<file path="config.mk">
export PLATFORM = sky130hd
export DESIGN_NAME = seconds_display
export DESIGN_NICKNAME = d
export VERILOG_FILES = /design/src/rtl/seconds_display_pkg.sv /design/src/rtl/bcd_to_seg.sv /design/src/rtl/seconds_display.sv
export SDC_FILE = /design/constraint.sdc
export NUM_CORES = 1
export LEC_CHECK = 0
export ABC_AREA = 1
export CORE_MARGIN = 1
export CORE_UTILIZATION = 50
export DETAILED_ROUTE_END_ITERATION = 12
export PLACE_DENSITY = 0.73
export SYNTH_ARGS = -nofsm -noshare
export SYNTH_HDL_FRONTEND = slang
export SYNTH_SLANG_ARGS = --single-unit
</file>
<file path="constraint.sdc">
create_clock -name clk -period 3.8 [get_ports clk]
set_clock_uncertainty 0.2 [all_clocks]
set_input_delay 1.14 -clock clk [delete_from_list [all_inputs] [get_ports clk]]
set_output_delay 1.14 -clock clk [all_outputs]
set_load 0.005 [all_outputs]
</file>
<file path="src/rtl/seconds_display_pkg.sv">
// rtl/seconds_display_pkg.sv - shared types, widths and segment patterns for seconds_display
package seconds_display_pkg;

  typedef enum logic {
    IDLE    = 1'b0,
    CONVERT = 1'b1
  } state_t;

  localparam int SEC_W = 10;
  localparam int BCD_W = 16;

  // Segment order is {g,f,e,d,c,b,a}.
  localparam logic [6:0] SEG_0   = 7'b0111111;
  localparam logic [6:0] SEG_1   = 7'b0000110;
  localparam logic [6:0] SEG_2   = 7'b1011011;
  localparam logic [6:0] SEG_3   = 7'b1001111;
  localparam logic [6:0] SEG_4   = 7'b1100110;
  localparam logic [6:0] SEG_5   = 7'b1101101;
  localparam logic [6:0] SEG_6   = 7'b1111101;
  localparam logic [6:0] SEG_7   = 7'b0000111;
  localparam logic [6:0] SEG_8   = 7'b1111111;
  localparam logic [6:0] SEG_9   = 7'b1101111;
  localparam logic [6:0] SEG_OFF = 7'b0000000;

  function automatic logic [BCD_W-1:0] dabble_adjust(input logic [BCD_W-1:0] bcd);
    logic [BCD_W-1:0] res;
    res = bcd;
    for (int k = 0; k < BCD_W / 4; k++) begin
      if (bcd[k*4 +: 4] >= 4'd5) res[k*4 +: 4] = bcd[k*4 +: 4] + 4'd3;
    end
    return res;
  endfunction

endpackage

</file>
<file path="src/rtl/bcd_to_seg.sv">
// rtl/bcd_to_seg.sv - combinational BCD digit to seven-segment decoder with blanking
module bcd_to_seg
  import seconds_display_pkg::*;
(
  input  logic [3:0] digit,
  input  logic       blank,
  output logic [6:0] seg
);

  always_comb begin
    seg = SEG_OFF;
    if (!blank) begin
      case (digit)
        4'd0:    seg = SEG_0;
        4'd1:    seg = SEG_1;
        4'd2:    seg = SEG_2;
        4'd3:    seg = SEG_3;
        4'd4:    seg = SEG_4;
        4'd5:    seg = SEG_5;
        4'd6:    seg = SEG_6;
        4'd7:    seg = SEG_7;
        4'd8:    seg = SEG_8;
        4'd9:    seg = SEG_9;
        default: seg = SEG_OFF;
      endcase
    end
  end

endmodule

</file>
<file path="src/rtl/seconds_display.sv">
// rtl/seconds_display.sv - binary seconds to 4-digit multiplexed seven-segment display
// Double-dabble conversion runs one bit per clock; results commit atomically to the display.
module seconds_display
  import seconds_display_pkg::*;
#(
  parameter int REFRESH_CYCLES = 2500,
  parameter bit BLANK_LZ       = 1'b1
) (
  input  logic             clk,
  input  logic             rst,
  input  logic             tick,
  input  logic [SEC_W-1:0] seconds,
  output logic [6:0]       seg,
  output logic [3:0]       an,
  output logic             busy,
  output logic             bcd_valid
);

  state_t           state;
  logic [SEC_W-1:0] bin_sr;
  logic [SEC_W-1:0] pend_val;
  logic             pending;
  logic [BCD_W-1:0] bcd_acc;
  logic [BCD_W-1:0] disp;
  logic [3:0]       iter;

  logic [BCD_W-1:0] bcd_next;
  logic [SEC_W-1:0] bin_next;
  logic [BCD_W-1:0] bcd_adj;

  logic [15:0]      refresh_cnt;
  logic [1:0]       digit_idx;
  logic [3:0]       cur_digit;
  logic             cur_blank;
  logic [6:0]       seg_sel;

  always_comb begin
    bcd_adj              = dabble_adjust(bcd_acc);
    {bcd_next, bin_next} = {bcd_adj[BCD_W-2:0], bin_sr, 1'b0};
  end

  always_ff @(posedge clk or negedge rst) begin
    if (!rst) begin
      state     <= IDLE;
      bin_sr    <= '0;
      pend_val  <= '0;
      pending   <= 1'b0;
      bcd_acc   <= '0;
      disp      <= '0;
      iter      <= '0;
      busy      <= 1'b0;
      bcd_valid <= 1'b0;
    end else begin
      bcd_valid <= 1'b0;
      case (state)
        IDLE: begin
          if (tick) begin
            bin_sr  <= seconds;
            bcd_acc <= '0;
            iter    <= '0;
            busy    <= 1'b1;
            state   <= CONVERT;
          end
        end
        CONVERT: begin
          bcd_acc <= bcd_next;
          bin_sr  <= bin_next;
          iter    <= iter + 4'd1;
          if (tick) begin
            pending  <= 1'b1;
            pend_val <= seconds;
          end
          if (iter == 4'(SEC_W - 1)) begin
            disp      <= bcd_next;
            bcd_valid <= 1'b1;
            // A tick on the final edge is the newest value and supersedes any pending one.
            if (tick || pending) begin
              bin_sr  <= tick ? seconds : pend_val;
              bcd_acc <= '0;
              iter    <= '0;
              pending <= 1'b0;
            end else begin
              busy  <= 1'b0;
              state <= IDLE;
            end
          end
        end
        default: state <= IDLE;
      endcase
    end
  end

  always_comb begin
    cur_digit = disp[3:0];
    cur_blank = 1'b0;
    case (digit_idx)
      2'd0: cur_digit = disp[3:0];
      2'd1: begin
        cur_digit = disp[7:4];
        cur_blank = BLANK_LZ && (disp[15:4] == 12'd0);
      end
      2'd2: begin
        cur_digit = disp[11:8];
        cur_blank = BLANK_LZ && (disp[15:8] == 8'd0);
      end
      2'd3: begin
        cur_digit = disp[15:12];
        cur_blank = BLANK_LZ && (disp[15:12] == 4'd0);
      end
      default: cur_digit = disp[3:0];
    endcase
  end

  bcd_to_seg u_bcd_to_seg (
    .digit (cur_digit),
    .blank (cur_blank),
    .seg   (seg_sel)
  );

  always_ff @(posedge clk or negedge rst) begin
    if (!rst) begin
      refresh_cnt <= '0;
      digit_idx   <= '0;
      an          <= 4'b0001;
      seg         <= SEG_0;
    end else begin
      if (refresh_cnt == 16'(REFRESH_CYCLES - 1)) begin
        refresh_cnt <= '0;
        digit_idx   <= digit_idx + 2'd1;
      end else begin
        refresh_cnt <= refresh_cnt + 16'd1;
      end
      an  <= 4'b0001 << digit_idx;
      seg <= seg_sel;
    end
  end

endmodule

</file>
==> summary.md <==
The flow ran to the end, but the final reports show violations. The checks that failed: DRC. The Yosys step of the flow raised 0 warnings. After synthesis the netlist holds a flip-flop and latch count of 89.

In the routed design, unresolved DRC markers number 3. The proportion of layout cells with a drive suffix above 1 works out to 0.0993. The tools report the share of power burned in combinational logic as 0.363.

The routed wire length per instance works out to 12.9 microns. Overall power consumption after layout is estimated at 3.42 mW. The fraction of power spent switching nets is 0.373, and the count of buffers added by post-CTS timing repair for setup is 0. The area added between synthesis and finish was 11.7%. The number of max-cap violations came out at 0.

The critical path class was in2reg. The switching power total came out at 1.27 mW. The repair_antennas step left the layout with diodes totalling 0. Horizontal die dimension: 98.1 microns.

The biggest area consumer among synthesized cells was sky130_fd_sc_hd__dfrtp_1. In this run the standard cell core region covers 8850 sq um. Routability-driven placement finished with a final weighted congestion of 0.869.

The most critical setup path has its endpoint at bin_sr[3]$_DFFE_PN0P_. Cell internal power was estimated by the tool at 2.14 mW. In this run, post-CTS repair resized a total of 0 instances. The combined global-route utilization of all metal layers was 0.209; the clock-pin slew on the worst setup and hold paths was 0.09 ns. The async set-or-reset flop fraction in the synthesized netlist is 1.00.

The number of nets in the synthesized netlist is 584. The synthesized area divided by synthesized cell count is 8.38 sq um, and the via density per instance is 5.08. The worst-case IR drop observed on VDD is 0.000290 V. The largest driver fanout on the critical path was 23; the routed wire length was 8900 microns. The first global-routing pass estimated 16200 microns of wire. The number of buffers inserted by hold repair at cts is 0.

The die covers 9620 sq um. The slew at the pin with the worst max-slew slack came out at 1.08 ns. The number of clock buffers added by TritonCTS is 9. The most frequent standard cell in the layout excluding fill and tap cells was sky130_fd_sc_hd__nand2_1. The worst register-to-register path ends at seg[3]$_DFF_PN1_. The detailed-placement wirelength estimate is 6320 microns. The worst hold path belongs to the class reg2reg. The share of the cycle needed by the critical path after routing is 0.750.

TritonCTS built the clock tree. Setup violations remaining at the end of the flow were counted as 0. The detailed router finished its first iteration with 245 violations.

STA classifies the critical path endpoint as a flip-flop. The length in cells of the worst reg-to-reg path came out at 10. The highest clock frequency the design can meet was 351 MHz; the via count of the first global-routing pass was 3559. The initialized floorplan defines 34 standard-cell rows.

For the initial antenna violation count, the log shows 0. The cell area that synthesis handed to floorplanning was 4620 sq um. The number of H-tree levels is 3. The detailed router placed 3515 vias in this run.

The tools report the launching instance or port of the critical path as tick. Power spread over the standard cell area amounts to 662 nW/um^2. The number of detailed-route iterations in the first pass is 9, and the number of max-slew violations in the final report is 0.

At the worst endpoint, the required time is 3.83 ns. The logs give 0 for the number of hold-slack violations in the final timing report and 1.49 ns for the worst-case register-to-register setup slack. The worst setup path is launched from an input pin. The number of nets with antenna violations after detailed routing was 0.

Setup repair after global routing left no endpoint under its margin. The number of input and output port buffers inserted came out at 25. The later pin in the worst-skew pair is clocked with a latency of 0.36 ns. CTS placed an instance of sky130_fd_sc_hd__clkbuf_8 at the clock tree root. For the finished layout, the period the worst path requires is 2.85 ns. The vertical die dimension works out to 98.1 microns. The instance count of the mapped netlist was 551.

The run gives 0.522 as the initial cell density of the core. The net count of the finished layout was 612; the tightest slew margin relative to the limit was 0.280. Part of the total power dissipated in sequential elements: 0.423. The most used flip-flop cell after synthesis is sky130_fd_sc_hd__dfrtp_1. The library cells used most frequently in the layout, excluding fill and tap cells, are 164 x sky130_fd_sc_hd__nand2_1, 82 x sky130_fd_sc_hd__dfrtp_1, 70 x sky130_fd_sc_hd__inv_1.

After synthesis, the cell types taking the most area are sky130_fd_sc_hd__dfrtp_1 44%, sky130_fd_sc_hd__nand2_1 13%, sky130_fd_sc_hd__inv_1 5.7%. The global-route congestion overflow total came out at 0. The clock network fraction of design power was 0.214; the total clock sinks was 89. The tools report the number of library cell types mapped by synthesis as 34.

Total negative slack for setup checks: 0 ns. The run gives 2.59 nW as the leakage power figure. The launch instance of the worst register-to-register path is digit_idx[0]$_DFFE_PN0N_. The area share of the largest cell type after synthesis was 0.444; the top-level I/O count was 26. The run gives 2.88 ns as the worst path arrival time. Number of enable-type register cells in the synthesized netlist: 0. The share of synthesized area occupied by flip-flops and latches was 0.484; the largest net degree at the start of global routing was 88. In this run the deepest clock path goes through 2 buffers.
## cells by family (layout without fill, tap and decap cells)
kind of cell,count (synthesis),count (layout),share of synthesized area
xor gates and xnor gates,18,18,0.0341
adders and majority gates,20,20,0.0542
and+or+nand+nor,284,284,0.273
AOI/OAI and AO/OA,54,54,0.0718
DFF,89,89,0.484
buffers and inverters,86,119,0.0824
## cells in the mapped netlist (4+ instances only)
cell type / instances
sky130_fd_sc_hd__a21oi_1: 7
sky130_fd_sc_hd__dfrtp_1: 82
sky130_fd_sc_hd__dfstp_2: 7
sky130_fd_sc_hd__ha_1: 20
sky130_fd_sc_hd__inv_1: 70
sky130_fd_sc_hd__inv_2: 4
sky130_fd_sc_hd__nand2_1: 164
sky130_fd_sc_hd__nand2_2: 4
sky130_fd_sc_hd__nand3_1: 20
sky130_fd_sc_hd__nand4_1: 23
sky130_fd_sc_hd__nor2_1: 54
sky130_fd_sc_hd__nor3_1: 5
sky130_fd_sc_hd__o21ai_0: 20
sky130_fd_sc_hd__o21ai_1: 14
sky130_fd_sc_hd__o21ai_2: 4
sky130_fd_sc_hd__o22ai_2: 5
sky130_fd_sc_hd__xor2_1: 16
## critical path, cell delays in order
cell and delay, ns:
sky130_fd_sc_hd__clkdlybuf4s50_1 0.71, sky130_fd_sc_hd__nor2_4 0.28, sky130_fd_sc_hd__nor2_8 0.09, sky130_fd_sc_hd__nor2_8 0.32, sky130_fd_sc_hd__inv_8 0.12, sky130_fd_sc_hd__nand3_1 0.09, sky130_fd_sc_hd__nand4_1 0.10
## metal layers
metal  wire (microns)  GRT usage
met2             4210      0.332
met3              366     0.0451
met5                0          0
met4              115     0.0758
met1             4210      0.283
## final cells by class
cell class / count / area [sq um]
Inverter: 75 / 289
Clock inverter: 6 / 90.1
Clock buffer: 10 / 138
Fill cell: 800 / 3690
Multi-Input combinational cell: 376 / 2000
Sequential cell: 89 / 2240
Tap cell: 108 / 135
Timing Repair Buffer: 28 / 270
## worst min-delay path by stage
| stage | from | end | slack [ns] | depth (start not counted) |
|---|---|---|---|---|
| 4_1_cts | refresh_cnt[15]$_DFF_PN0_ | refresh_cnt[15]$_DFF_PN0_ | 0.28 | 1 |
| 6_report | refresh_cnt[15]$_DFF_PN0_ | refresh_cnt[15]$_DFF_PN0_ | 0.27 | 1 |
| 5_1_grt | refresh_cnt[14]$_DFF_PN0_ | refresh_cnt[14]$_DFF_PN0_ | 0.30 | 1 |
| 2_1_floorplan | refresh_cnt[14]$_DFF_PN0_ | refresh_cnt[14]$_DFF_PN0_ | 0.24 | 1 |
| 3_5_place_dp | refresh_cnt[15]$_DFF_PN0_ | refresh_cnt[15]$_DFF_PN0_ | 0.26 | 1 |
| 3_3_place_gp | refresh_cnt[15]$_DFF_PN0_ | refresh_cnt[15]$_DFF_PN0_ | 0.26 | 1 |
## flip-flops by register name, indices dropped and copies added (netlist names)
signal	cells
bcd_acc	16
disp	16
refresh_cnt	16
bin_sr	10
pend_val	10
seg	7
an	4
iter	4
digit_idx	2
bcd_valid	1
busy	1
pending	1
state	1
## power by group through the flow
stage | Clock, mW | Combinational (mW) | Sequential [mW]
3_3_place_gp | 0 | 1.18 | 1.45
5_1_grt | 0.794 | 1.43 | 1.48
2_1_floorplan | 0 | 0.940 | 1.41
6_report | 0.732 | 1.24 | 1.44
3_5_place_dp | 0 | 1.25 | 1.46
4_1_cts | 0.748 | 1.25 | 1.44
## stage by stage
stage / util / hold slack (ns) / cell area, sq um / setup slack (ns) / cells
2_1_floorplan: - / 0.242 / 4620 / 1.70 / 551
3_3_place_gp: 0.557 / 0.259 / 4930 / 0.622 / 676
3_5_place_dp: 0.557 / 0.256 / 4930 / 0.575 / 676
4_1_cts: 0.583 / 0.278 / 5160 / 0.952 / 692
5_1_grt: 0.583 / 0.300 / 5160 / 0.797 / 692
6_report: 0.583 / 0.270 / 5160 / 0.949 / 692
No activity file was read; power rests on OpenSTA's default activity.
